File: src/rtl/bcd_pkg.sv
// Shared BCD constants and elaboration-time helpers for the modulus-N BCD counter.
// Vectors are fixed at four digits; callers slice down to their own width.
package bcd_pkg;

    localparam logic [3:0] DIGIT_MAX = 4'd9;
    localparam int         MAX_DIGITS = 4;

    function automatic logic [4*MAX_DIGITS-1:0] to_bcd(input int value, input int digits);
        logic [4*MAX_DIGITS-1:0] r;
        int v;
        r = '0;
        v = value;
        for (int i = 0; i < MAX_DIGITS; i++) begin
            if (i < digits) begin
                r[4*i +: 4] = 4'(v % 10);
            end
            v = v / 10;
        end
        return r;
    endfunction

    function automatic logic bcd_valid(input logic [4*MAX_DIGITS-1:0] vec, input int digits);
        logic ok;
        ok = 1'b1;
        for (int i = 0; i < MAX_DIGITS; i++) begin
            if (i < digits && vec[4*i +: 4] > DIGIT_MAX) begin
                ok = 1'b0;
            end
        end
        return ok;
    endfunction

endpackage

File: src/rtl/bcd_modn_counter_digit.sv
// One BCD digit of the counter: clear > load > forced wrap > step; value registered, one cycle.
// No backpressure; the top decides when this digit steps or wraps.
module bcd_digit
    import bcd_pkg::*;
(
    input  logic       CLK,
    input  logic       RST_N,
    input  logic       step_i,
    input  logic       dir_i,
    input  logic       clr_i,
    input  logic       ld_i,
    input  logic [3:0] ld_nib_i,
    input  logic       wrap_i,
    input  logic [3:0] wrap_nib_i,
    output logic [3:0] dig_o,
    output logic       at9_o,
    output logic       at0_o
);

    logic [3:0] dig_q;
    logic [3:0] dig_d;

    assign dig_o = dig_q;
    assign at9_o = (dig_q == DIGIT_MAX);
    assign at0_o = (dig_q == 4'd0);

    always_comb begin
        dig_d = dig_q;
        if (clr_i) begin
            dig_d = 4'd0;
        end else if (ld_i) begin
            dig_d = ld_nib_i;
        end else if (wrap_i) begin
            dig_d = wrap_nib_i;
        end else if (step_i) begin
            if (dir_i) begin
                dig_d = at0_o ? DIGIT_MAX : dig_q - 4'd1;
            end else begin
                dig_d = at9_o ? 4'd0 : dig_q + 4'd1;
            end
        end
    end

    always_ff @(posedge CLK or negedge RST_N) begin
        if (!RST_N) begin
            dig_q <= 4'd0;
        end else begin
            dig_q <= dig_d;
        end
    end

endmodule

File: src/rtl/bcd_modn_counter.sv
// Multi-digit BCD up/down counter modulo MODULUS with clear, checked load and ripple carry/borrow.
// CNT/ERR registered one cycle; UP/DN combinational so the next stage's CE sees them before the edge.
module bcd_modn_counter
    import bcd_pkg::*;
#(
    parameter int DIGITS  = 2,
    parameter int MODULUS = 60
) (
    input  logic                CLK,
    input  logic                RST_N,
    input  logic                CE,
    input  logic                DIR,
    input  logic                CLR,
    input  logic                LD,
    input  logic [4*DIGITS-1:0] LD_VAL,
    output logic [4*DIGITS-1:0] CNT,
    output logic                UP,
    output logic                DN,
    output logic                ERR
);

    localparam int                       W         = 4 * DIGITS;
    localparam logic [4*MAX_DIGITS-1:0]  TERM_FULL = to_bcd(MODULUS - 1, DIGITS);
    localparam logic [W-1:0]             TERM      = TERM_FULL[W-1:0];

    logic [DIGITS:0]   chain;
    logic [DIGITS-1:0] at9;
    logic [DIGITS-1:0] at0;
    logic              go;
    logic              at_term;
    logic              wrap;
    logic              ld_ok;
    logic              err_q;
    logic              err_d;

    // Both operands are legal BCD here, so packed compare equals decimal compare.
    assign ld_ok   = bcd_valid((4*MAX_DIGITS)'(LD_VAL), DIGITS) && (LD_VAL <= TERM);
    assign go      = CE & ~CLR & ~LD;
    assign at_term = (CNT == TERM);
    assign chain[0] = 1'b1;
    // chain[DIGITS] means every digit is at 0 (down) or 9 (up): the down wrap point.
    assign wrap    = go & (DIR ? chain[DIGITS] : at_term);
    assign UP      = go & ~DIR & at_term;
    assign DN      = go &  DIR & chain[DIGITS];
    assign err_d   = ~CLR & LD & ~ld_ok;
    assign ERR     = err_q;

    for (genvar i = 0; i < DIGITS; i++) begin : g_digit
        assign chain[i+1] = chain[i] & (DIR ? at0[i] : at9[i]);

        bcd_digit u_digit (
            .CLK        (CLK),
            .RST_N      (RST_N),
            .step_i     (go & chain[i]),
            .dir_i      (DIR),
            .clr_i      (CLR),
            .ld_i       (LD & ld_ok),
            .ld_nib_i   (LD_VAL[4*i +: 4]),
            .wrap_i     (wrap),
            .wrap_nib_i (DIR ? TERM[4*i +: 4] : 4'd0),
            .dig_o      (CNT[4*i +: 4]),
            .at9_o      (at9[i]),
            .at0_o      (at0[i])
        );
    end

    always_ff @(posedge CLK or negedge RST_N) begin
        if (!RST_N) begin
            err_q <= 1'b0;
        end else begin
            err_q <= err_d;
        end
    end

endmodule

File: config.mk
export PLATFORM = sky130hd
export DESIGN_NAME = bcd_modn_counter
export DESIGN_NICKNAME = d
export VERILOG_FILES = /design/src/rtl/bcd_pkg.sv /design/src/rtl/bcd_modn_counter_digit.sv /design/src/rtl/bcd_modn_counter.sv
export SDC_FILE = /design/constraint.sdc
export NUM_CORES = 1
export LEC_CHECK = 0
export ABC_AREA = 1
export CORE_ASPECT_RATIO = 1.2
export CORE_MARGIN = 1
export CORE_UTILIZATION = 44
export DETAILED_ROUTE_END_ITERATION = 8
export GPL_TIMING_DRIVEN = 0
export PLACE_DENSITY = 0.82
export RECOVER_POWER = 100
export SLEW_MARGIN = 20
export SYNTH_ARGS = -nofsm -noshare
export SYNTH_HDL_FRONTEND = slang
export SYNTH_SLANG_ARGS = --single-unit
File: constraint.sdc
create_clock -name CLK -period 1.3 [get_ports CLK]
set_input_delay 0.26 -clock CLK [delete_from_list [all_inputs] [get_ports CLK]]
set_output_delay 0.26 -clock CLK [all_outputs]
set_load 0.01 [all_outputs]
# Word-level counts from Yosys, hierarchy flattened
# Index checks and enable logic that the tools add are counted.
[totals]
regBits = 9
inputBits = 14
output_inout_bits = 11
elab_cells = 55
[op_classes]
addsub = 4
n_lt_le_gt_ge = 3
eq_ne = 3
n_mux = 21
n_bitwise = 16
n_reduce_logical = 5
[op_table]
columns = ["operator", "n"]
rows = [
  ["4-bit 2-to-1 mux", 15],
  ["1-bit bitwise AND", 12],
  ["4-bit by 1-bit adder with 4-bit output (second input constant)", 2],
  ["4-bit == test (second input constant)", 2],
  ["8-bit by 7-bit == test with 1-bit output (second input constant)", 1],
  ["4-bit greater-than comparator (second input constant)", 2],
  ["8-bit by 7-bit less-or-equal comparator with 1-bit output (second input constant)", 1],
  ["4-bit zero test", 2],
  ["4-bit nonzero test", 2],
  ["4-bit by 1-bit subtractor with 4-bit output (second input constant)", 2],
  ["1-bit 2-to-1 mux", 5],
  ["1-bit NOT", 4],
  ["3-bit 2-to-1 mux", 1],
  ["1-bit logical AND", 1],
]

# Longest topological paths before layout
[logic_depth]
ltp_word = 8
depth_mapped = 11
mapped_depth_nobuf = 11

# By module
# A second synthesis with hierarchy kept.
[unflattened]
cells_unflattened = 167
hier_area_um2 = 979.7
[modules_own_cells]
columns = ["module", "n_inst", "cells_each", "area_per_inst_um2"]
rows = [
  ["bcd_digit", 2, 68, 414.1],
  ["bcd_modn_counter", 1, 31, 151.4],
]

# Worst setup path before layout
# Ideal clock, no wire load.
[synth_timing]
path_type = "register to output"
from = "reg g_digit[0].u_digit.dig_q[0]"
to = "out DN"
arrival_time_ns = 1.331
setup_slack_ns = -0.291
path_stages_with_launch = 7
n_path_buf = 0
path_cell_list = "dfrtp_1 inv_1 ha_1 nand2_2 nand2_4 nand2_1 nor4_1"
[synth_via]
elab_chain_cells = 4
[synth_lines]
columns = ["item", "line", "source"]
rows = [
  ["start: declaration", "bcd_modn_counter_digit.sv:20", "logic [3:0] dig_q;"],
  ["start signal: assignment", "bcd_modn_counter_digit.sv:48", "dig_q <= dig_d;"],
  ["4-bit == test or 4-bit zero test (tied branches)", "bcd_modn_counter_digit.sv:24, bcd_modn_counter_digit.sv:25", ""],
  ["1-bit 2-to-1 mux (*)", "bcd_modn_counter.sv:49", "assign chain[i+1] = chain[i] & (DIR ? at0[i] : at9[i]);"],
  ["1-bit bitwise AND (*)", "bcd_modn_counter.sv:49", ""],
  ["1-bit bitwise AND (*)", "bcd_modn_counter.sv:44", "assign DN = go & DIR & chain[DIGITS];"],
  ["end: declaration", "bcd_modn_counter.sv:18", "output logic DN,"],
]
# Mark *: on every way between the ends. The rest lies on a longest branch, timed or not.

# Worst setup path in the final report
# Same ends and word-level chain as after synthesis.

==> impl_metrics.ini <==
[timing]
finalWorstSetupSlack_ns = -0.376
finalCriticalPeriod_ns = 1.68
holdWs_ns = 0.324
setup_viol = 12
fmax_mhz = 597
fin_crit_sh_pct = 129
hold_viol_final = 0
drv_slew = 0
fin_worst_skew_ns = 0.00532
tightest_slew_ns = 0.452
rsz0062_at_grt = yes
tns_ns = -2.06
relSlewSlack_pct = 69.8

[min_path]
hold_end = ERR
min_from = LD
hold_depth = 3
min_path_type = in -> reg

[place]
gp_congestion = 0.850
portBuffers = 24
hpwl_mm = 1.74
dpl-instance-area_um2 = 1310
dp_cells = 206

[logic_synthesis]
synthCells = 152
synth-simple-area-share_pct = 50.3
synth_top_family_by_area = simple AND/OR/NAND/NOR gates
synth_xor_area_share_pct = 2.70
synth_fp_nets = 170
synth-seq-cells = 9
synth.distinct_cells = 27
synth.area.mux_share_pct = 0
synth_area_leaders = dfrtp_1 (23%), nand2_1 (21%), nand3_1 (7.2%), inv_1 (6.5%), nor2_1 (6.2%)
ys.warnings.count = 0
synth_compound_area_share_pct = 8.22
synth_fa_ha_area_share_pct = 5.13
synth_top_area_share_pct = 23.1
syn-cell-area_um2 = 975
avgSynthCellArea_um2 = 6.41
ys_seq_area_share_pct = 23.1
synth.largest_area_cell = dfrtp_1

[routing]
wl_mm = 2.85
dr.pass1.iters = 4
post-route-drc-count = 0
viasPerCell = 5.01
dr_total_vias = 1162
wl_per_cell_um = 12.3
postRouteAntennaNets = 0
drtIter0Drc = 19

[floorplanning]
die_area_um2 = 2410
top_level_ports = 25
start_util_pct = 47.0
die_h_um = 53.6
fp.coreArea_um2 = 2070
die_x_um = 45.0
row_count = 18

[layout]
areaGrowthSynthToFinish_pct = 60.8
filler_cell_count = 159
fin_nets = 221
multi_input_area_um2 = 743
layout.cells.non_filler = 232
seq_area_um2 = 230
layout_common_cells = nand2_1 (51), buf_4 (15), inv_1 (13), buf_6 (13), nor2_1 (13)
final_cell_area_um2 = 1570
drive_gt1_share_pct = 35.6
n_antenna_cell = 0
final_common_cell = nand2_1

[grt]
grt_use_total_pct = 26.4
grt_pass1_vias = 1173
antenna_found_initial = 0
overflow = 0
grt_max_degree = 11
grt_pass1_wl_mm = 4.66

[run_status]
violations = negative setup slack
outcome = finished with violations

[clock_tree]
numCtsBuffers = 3
cts_buffer_depth = 2
clk_pin_slew_ns = 0.06
cts_tree = built
cts.sinks = 9
clock_latency_ns = 0.26
cts-hold-fix-buffers = 0
cts_root_buf = clkbuf_4
cts_htree_levels = 1

[worst_setup_path]
r2r_end = g_digit[1].u_digit.dig_o[2]
r2r-start = g_digit[0].u_digit.dig_o[0]
crit_start = g_digit[0].u_digit.dig_o[0]
crit_family = flip-flops
end_kind = output pin
crit_type = reg -> out
critPathLaunchType = flop
critPathBufInv = 2
r2r_cells = 11
critPathMaxFanout = 4
crit_top_cell = nand2_4
cp.arrival_ns = 1.42
reg2reg_slack_ns = -0.20
path_cells = inv_2 > ha_4 > nand2_2 > nand2_4 > nand2_4 > nor4_4 > buf_2
critPathSlowestCell = dfrtp_2
critPathMaxStageDelay_ns = 0.43
critical_path_required_ns = 1.04

[power_and_ir_drop]
pwr_density_cell_nw_per_um2 = 779
ir_drop_mv = 0.707
leakagePower_uw = 0.000836

[job]
maxCapViolCount = 0
-- metrics by stage --
stage | utilization [%] | setup slack (ns) | power, µW
finish | 75.7 | -0.376 | 1220
global route | 75.7 | -0.441 | 1310
CTS | 72.0 | -0.370 | 1150
detailed placement | 63.3 | -0.828 | 844
global placement | 63.3 | -0.831 | 835
floorplan | - | -0.0911 | 672
-- per-layer routing --
layer	vias to the layer above	wire [µm]	global-route usage [%]
met4	0	58	16.7
met3	8	129	3.36
li1	584	-	-
met2	41	1470	45.7
met1	529	1190	30.4
met5	-	0	0
-- report_power, final --
part	internal [µW]	switching (µW)	leakage (µW)	total (µW)
Combinational	312	352	0.000707	664
Sequential	311	37.2	0.000113	348
Clock	118	91.3	0.0000150	209
Total	741	480	0.000836	1220
-- logic make-up after synthesis --
family	count (synthesis)
AO/OA/AOI/OAI	14
XOR/XNOR	3
adder cells (fa/ha/maj)	4
buffers and inverters	22
flip-flops	9
AND/OR/NAND/NOR	100
-- sequential cells by signal, summed over array words and instances, names as in the netlist --
| signal | flops |
|---|---|
| ERR | 1 |
| g_digit.u_digit.dig_o | 8 |
-- worst max path at each step --
| stage | endpoint | slack, ns | cells after the start |
|---|---|---|---|
| after floorplan | DN | -0.09 | 6 |
| after global placement | DN | -0.83 | 5 |
| after detailed placement | DN | -0.83 | 5 |
| after CTS | DN | -0.37 | 7 |
| after global routing | DN | -0.44 | 7 |
| final | DN | -0.38 | 7 |
-- tightest hold or removal path: stages --
cell	delay, ns
dlymetal6s2s_1	0.17
nand2_1	0.08
nor2_1	0.04
-- cell usage after synthesis (all sizes together) --
master,count
xor2,2
ha,4
dfrtp,9
nor4,1
inv,20
nor2,22
a21oi,3
o21ai,8
or2,1
nand4,1
o211ai,2
nand3,17
o22ai,1
nand2,58
buf,2
xnor2,1
-- final cells by class --
class | count | share of cell area (%)
buffer | 2 | 1.44
clock buffer | 4 | 1.68
inverter | 20 | 5.27
multi-input combinational | 121 | 47.4
sequential | 9 | 14.7
tap | 30 | 2.39
timing repair buffer | 46 | 27.1
-- what timing repair did --
action                     CTS  global route
hold endpoints to repair     0             0
setup buffers               18             5
pin swaps                    6             8
setup endpoints to repair   19            12
resized for setup           41            14
(Power assumes the default switching activity.)
